**config.mk**
```make
export PLATFORM = sky130hd
export DESIGN_NAME = serial_add_ctrl
export DESIGN_NICKNAME = d
export VERILOG_FILES = /design/src/rtl/serial_add_ctrl.sv
export SDC_FILE = /design/constraint.sdc
export NUM_CORES = 1
export LEC_CHECK = 0
export BUFFER_PORTS_ARGS = -buffer_cell sky130_fd_sc_hd__buf_2
export CAP_MARGIN = 0
export CORE_MARGIN = 4
export CORE_UTILIZATION = 53
export DETAILED_ROUTE_END_ITERATION = 12
export PLACE_DENSITY = 0.77
export SYNTH_ARGS = -nofsm -noshare
export SYNTH_HDL_FRONTEND = slang
export SYNTH_SLANG_ARGS = --single-unit
```
**constraint.sdc**
```tcl
create_clock -name clk -period 1.7 [get_ports clk]
set_input_delay 0.17 -clock clk [delete_from_list [all_inputs] [get_ports clk]]
set_output_delay 0.17 -clock clk [all_outputs]
set_load 0.02 [all_outputs]
```
**src/rtl/serial_add_ctrl.sv**
```systemverilog
// serial_add_ctrl: bit-serial adder that runs one 1-bit full adder over N cycles, LSB first.
// Latency: start sampled at edge k -> done high in the cycle after edge k+N; one op per N+1 cycles.
// Backpressure: none; start is only honoured in IDLE or DONE and is ignored while busy.
//
// Optional feature macro: SERIAL_SUB_EN (adds the sub port and subtract-by-complement logic).
//
// Ports:
//   clk    - rising-edge clock
//   rst_n  - synchronous active-low reset, overrides start
//   start  - request to begin an operation (accepted in IDLE or DONE)
//   a, b   - N-bit operands, sampled only at the accepting edge
//   cin    - carry-in for bit 0, sampled only at the accepting edge
//   sub    - subtract request (only with SERIAL_SUB_EN): sum = a - b, cout = no-borrow
//   busy   - high while bits are being processed
//   done   - one-cycle completion pulse
//   sum    - result, held until the next result load
//   cout   - final carry, held with sum
module serial_add_ctrl #(
  parameter int N = 8
) (
  input  logic         clk,
  input  logic         rst_n,
  input  logic         start,
  input  logic [N-1:0] a,
  input  logic [N-1:0] b,
  input  logic         cin,
`ifdef SERIAL_SUB_EN
  input  logic         sub,
`endif
  output logic         busy,
  output logic         done,
  output logic [N-1:0] sum,
  output logic         cout
);

  localparam int CW = (N > 1) ? $clog2(N) : 1;

  typedef enum logic [1:0] {
    IDLE = 2'd0,
    RUN  = 2'd1,
    DONE = 2'd2
  } state_t;

  state_t        state;
  state_t        next_state;

  logic [N-1:0]  a_sh;
  logic [N-1:0]  b_sh;
  logic [N-1:0]  res_sh;
  logic          carry;
  logic [CW-1:0] cnt;
  logic [N-1:0]  sum_q;
  logic          cout_q;

  logic          accept;
  logic          last_bit;
  logic          bit_s;
  logic          bit_c;
  logic [N-1:0]  b_load;
  logic          c_load;

  // Single full adder on the current LSBs.
  assign bit_s = a_sh[0] ^ b_sh[0] ^ carry;
  assign bit_c = (a_sh[0] & b_sh[0]) | (a_sh[0] & carry) | (b_sh[0] & carry);

  // Subtraction is a + ~b + 1, so only the loaded b and carry differ.
`ifdef SERIAL_SUB_EN
  assign b_load = sub ? ~b : b;
  assign c_load = sub ? 1'b1 : cin;
`else
  assign b_load = b;
  assign c_load = cin;
`endif

  // State register.
  always_ff @(posedge clk) begin
    if (!rst_n) begin
      state <= IDLE;
    end else begin
      state <= next_state;
    end
  end

  // Next-state and output decode.
  always_comb begin
    next_state = state;
    busy       = 1'b0;
    done       = 1'b0;
    accept     = 1'b0;
    last_bit   = 1'b0;
    case (state)
      IDLE: begin
        if (start) begin
          accept     = 1'b1;
          next_state = RUN;
        end
      end
      RUN: begin
        busy = 1'b1;
        if (cnt == CW'(N - 1)) begin
          last_bit   = 1'b1;
          next_state = DONE;
        end
      end
      DONE: begin
        done = 1'b1;
        // A start here re-arms directly, giving the N+1 cycle repeat rate.
        if (start) begin
          accept     = 1'b1;
          next_state = RUN;
        end else begin
          next_state = IDLE;
        end
      end
      default: begin
        next_state = IDLE;
      end
    endcase
  end

  // Datapath: operand shifters, carry, bit counter and result registers.
  always_ff @(posedge clk) begin
    if (!rst_n) begin
      a_sh   <= '0;
      b_sh   <= '0;
      res_sh <= '0;
      carry  <= 1'b0;
      cnt    <= '0;
      sum_q  <= '0;
      cout_q <= 1'b0;
    end else if (accept) begin
      a_sh   <= a;
      b_sh   <= b_load;
      carry  <= c_load;
      cnt    <= '0;
    end else if (state == RUN) begin
      a_sh   <= a_sh >> 1;
      b_sh   <= b_sh >> 1;
      // Sum bits enter from the MSB side so bit 0 ends up at position 0 after N shifts.
      res_sh <= {bit_s, res_sh[N-1:1]};
      carry  <= bit_c;
      cnt    <= cnt + CW'(1);
      if (last_bit) begin
        sum_q  <= {bit_s, res_sh[N-1:1]};
        cout_q <= bit_c;
      end
    end
  end

  // Outputs only move on the final-bit edge, so they are stable through RUN.
  assign sum  = sum_q;
  assign cout = cout_q;

endmodule

```
==> results_dict.tcl <==
set metrics [dict create \
    relSlewSlack 0.663 \
    final_core_util 0.626 \
    synth_cell_types 26 \
    timing.critical_path.from_type "register" \
    die_area_sq_um 3880 \
    rows 19 \
    minimum_clock_period_after_layout_ps 1560 \
    initial_core_util 0.562 \
    drc_errors 0 \
    crit_path_max_fanout 36 \
    final_wl_um 3070 \
    path_class "reg2out" \
    drtPass1Iterations 4 \
    async_flop_share 0 \
    number_of_buffers_inserted_by_post_cts_setup_repair 0 \
    power-per-cell-area_nw_per_um2 901 \
    synth.yosys.seq_area_share 0.487 \
    run_status "finished clean" \
    grt.total_usage 0.171 \
    max-clock-path-buffers 2 \
    antenna_found_initial 0 \
    mappedNetlistArea_sq_um 1560 \
    max_clock_freq_ghz 0.639 \
    vias 1308 \
    placeableCoreArea_sq_um 2780 \
    drt.antenna.violating_nets 0 \
    final_layout_size_suffix_gt1_frac 0.200 \
    post_synth_main_area_contributors "dfxtp_1 49%, nand2_1 9.6%, a21boi_1 8.2%" \
    globalRoute.totalOverflow 0 \
    synth.cells.most_frequent "40 x nand2_1, 38 x dfxtp_1, 17 x a21boi_1" \
    hold_viol 0 \
    yosys.area.top_type_share 0.487 \
    routed_len_inst_um 13.0 \
    die_y_um 62.3 \
    critPathArrivalTime_ps 1390 \
    cp_data_required_time_ps 1530 \
    synthMostInstantiatedCell "nand2_1" \
    dp_hpwl_um 2060 \
    area.growth.synth_to_final_pct 11.4 \
    layout_worst_path_cycle_share 0.920 \
    ctsResizeCount 0 \
    worst_hold_path_type "in2reg" \
    net_total_in_the_final_layout 228 \
    portBuffers 30 \
    post_synth.cell_area_avg_sq_um 8.83 \
    cp-end-kind "output pin" \
    grt_first_pass_wirelength_um 5510 \
    syn_nets 200 \
    first_global_vias 1317 \
    cts-buffers-inserted 5 \
    synthCells 177 \
    primary_ff_master_synth "dfxtp_1" \
    skew_ps 4.88 \
    vdd.ir_drop.worst_mv 0.697 \
    n_diodes 0 \
    maxCapViolCount 0 \
    vias_per_cell 5.54 \
    tritoncts "built" \
    buffer_type_at_the_clock_tree_root "clkbuf_4" \
    detailedRoute.firstIterationViolations 67 \
    cts_hold_repair.buffers 0 \
    synthDominantAreaCellType "dfxtp_1" \
    worst_skew_pair.late_latency_ps 330 \
    tns_ps 0 \
    pin_count 31 \
    power.static_leakage_nw 0.694 \
    yosys_warnings 0 \
    ys_ff_latch 38 \
    finalMaxSlewViolations 0 \
    gp_routability_congestion 0.691 \
    clock-sinks 38 \
    worst-slew-pin-transition_ps 506 \
    finalSetupViolCount 0 \
    number_of_h_tree_branching_levels 2 \
    die_w_um 62.3 \
    clk_transition_reported_paths_ps 100 \
    number_of_enable_type_register_cells_in_the_synthesized_netlist 0 \
    pin_count_of_the_biggest_net_entering_global_routing 37 \
    grt_setup_unrepaired "false" \
]
## sequential cells by signal, summed over array words and instances, names as in the netlist
| register | flops |
|---|---|
| sum | 8 |
| cout | 1 |
| cnt | 3 |
| b_sh | 8 |
| carry | 1 |
| res_sh | 7 |
| a_sh | 8 |
| state | 2 |
## cell type report
class,instances,area (sq um)
sequential,38,761
inverter,1,8.76
clock buffer,7,45.0
multi-input combinational,124,701
tap,31,38.8
timing repair buffer,35,188
fill,264,1040
## cell usage in the layout, fill, tap and decap left out
cell type / n
nand2_1: 40
dfxtp_1: 38
buf_2: 30
a21boi_1: 17
nand3_1: 15
nor2_1: 7
o221ai_1: 6
nor3_1: 6
a22oi_1: 5
a21boi_0: 5
o21ai_0: 5
clkbuf_4: 5
buf_4: 5
a31oi_1: 4
a21oi_1: 3
nand2b_1: 2
nor2b_1: 2
ha_1: 2
clkbuf_1: 2
inv_6: 1
and3_1: 1
nand3b_1: 1
and2_1: 1
xnor2_1: 1
fa_1: 1
## worst max-delay path, cell delays in order (launching register included)
cell      delay [ps]
dfxtp_1          400
nand2b_1         170
inv_6            250
buf_2            220
## stage by stage
stage	area, sq um	hold WS, ps	total power [W]	setup WS, ps	std cells
2_1_floorplan	1560	301	0.00112	510	177
3_3_place_gp	1700	411	0.00115	452	229
3_5_place_dp	1700	422	0.00116	389	229
4_1_cts	1740	56.7	0.00158	121	236
5_1_grt	1740	66.0	0.00166	18.2	236
6_report	1740	58.8	0.00157	136	236
## where the power goes
group	switching [W]	internal, W	leakage [nW]
Combinational	0.000109	0.0000776	0.358
Clock	0.000270	0.000156	0.0254
Sequential	0.0000249	0.000931	0.310
## logic make-up after synthesis
kind of cell | share of synthesized area
simple gates | 0.209
compound gates | 0.205
flops | 0.487
buf+inv | 0.0648
fa+ha+maj | 0.0288
xor+xnor | 0.00561
## worst paths after layout
kind	from	end	slack, ps	depth (start not counted)
worst max register to register	cnt[0]	sum[0]	380	5
worst min-delay path	a[7]	a_sh[7]	60	3
worst max-delay path	state[0]	busy	140	3
worst min register to register	sum[1]	sum[1]	460	2
## routing by layer
layer  share of wire  GRT usage  wire, um  up-vias
met5               0          0         0        -
met2            0.47      0.289      1450       24
met1            0.47      0.200      1430      612
met3           0.040     0.0414       123        7
met4           0.020     0.0849        61        0
li1                -          -         -      665
Power figures use the tool's default switching activity.
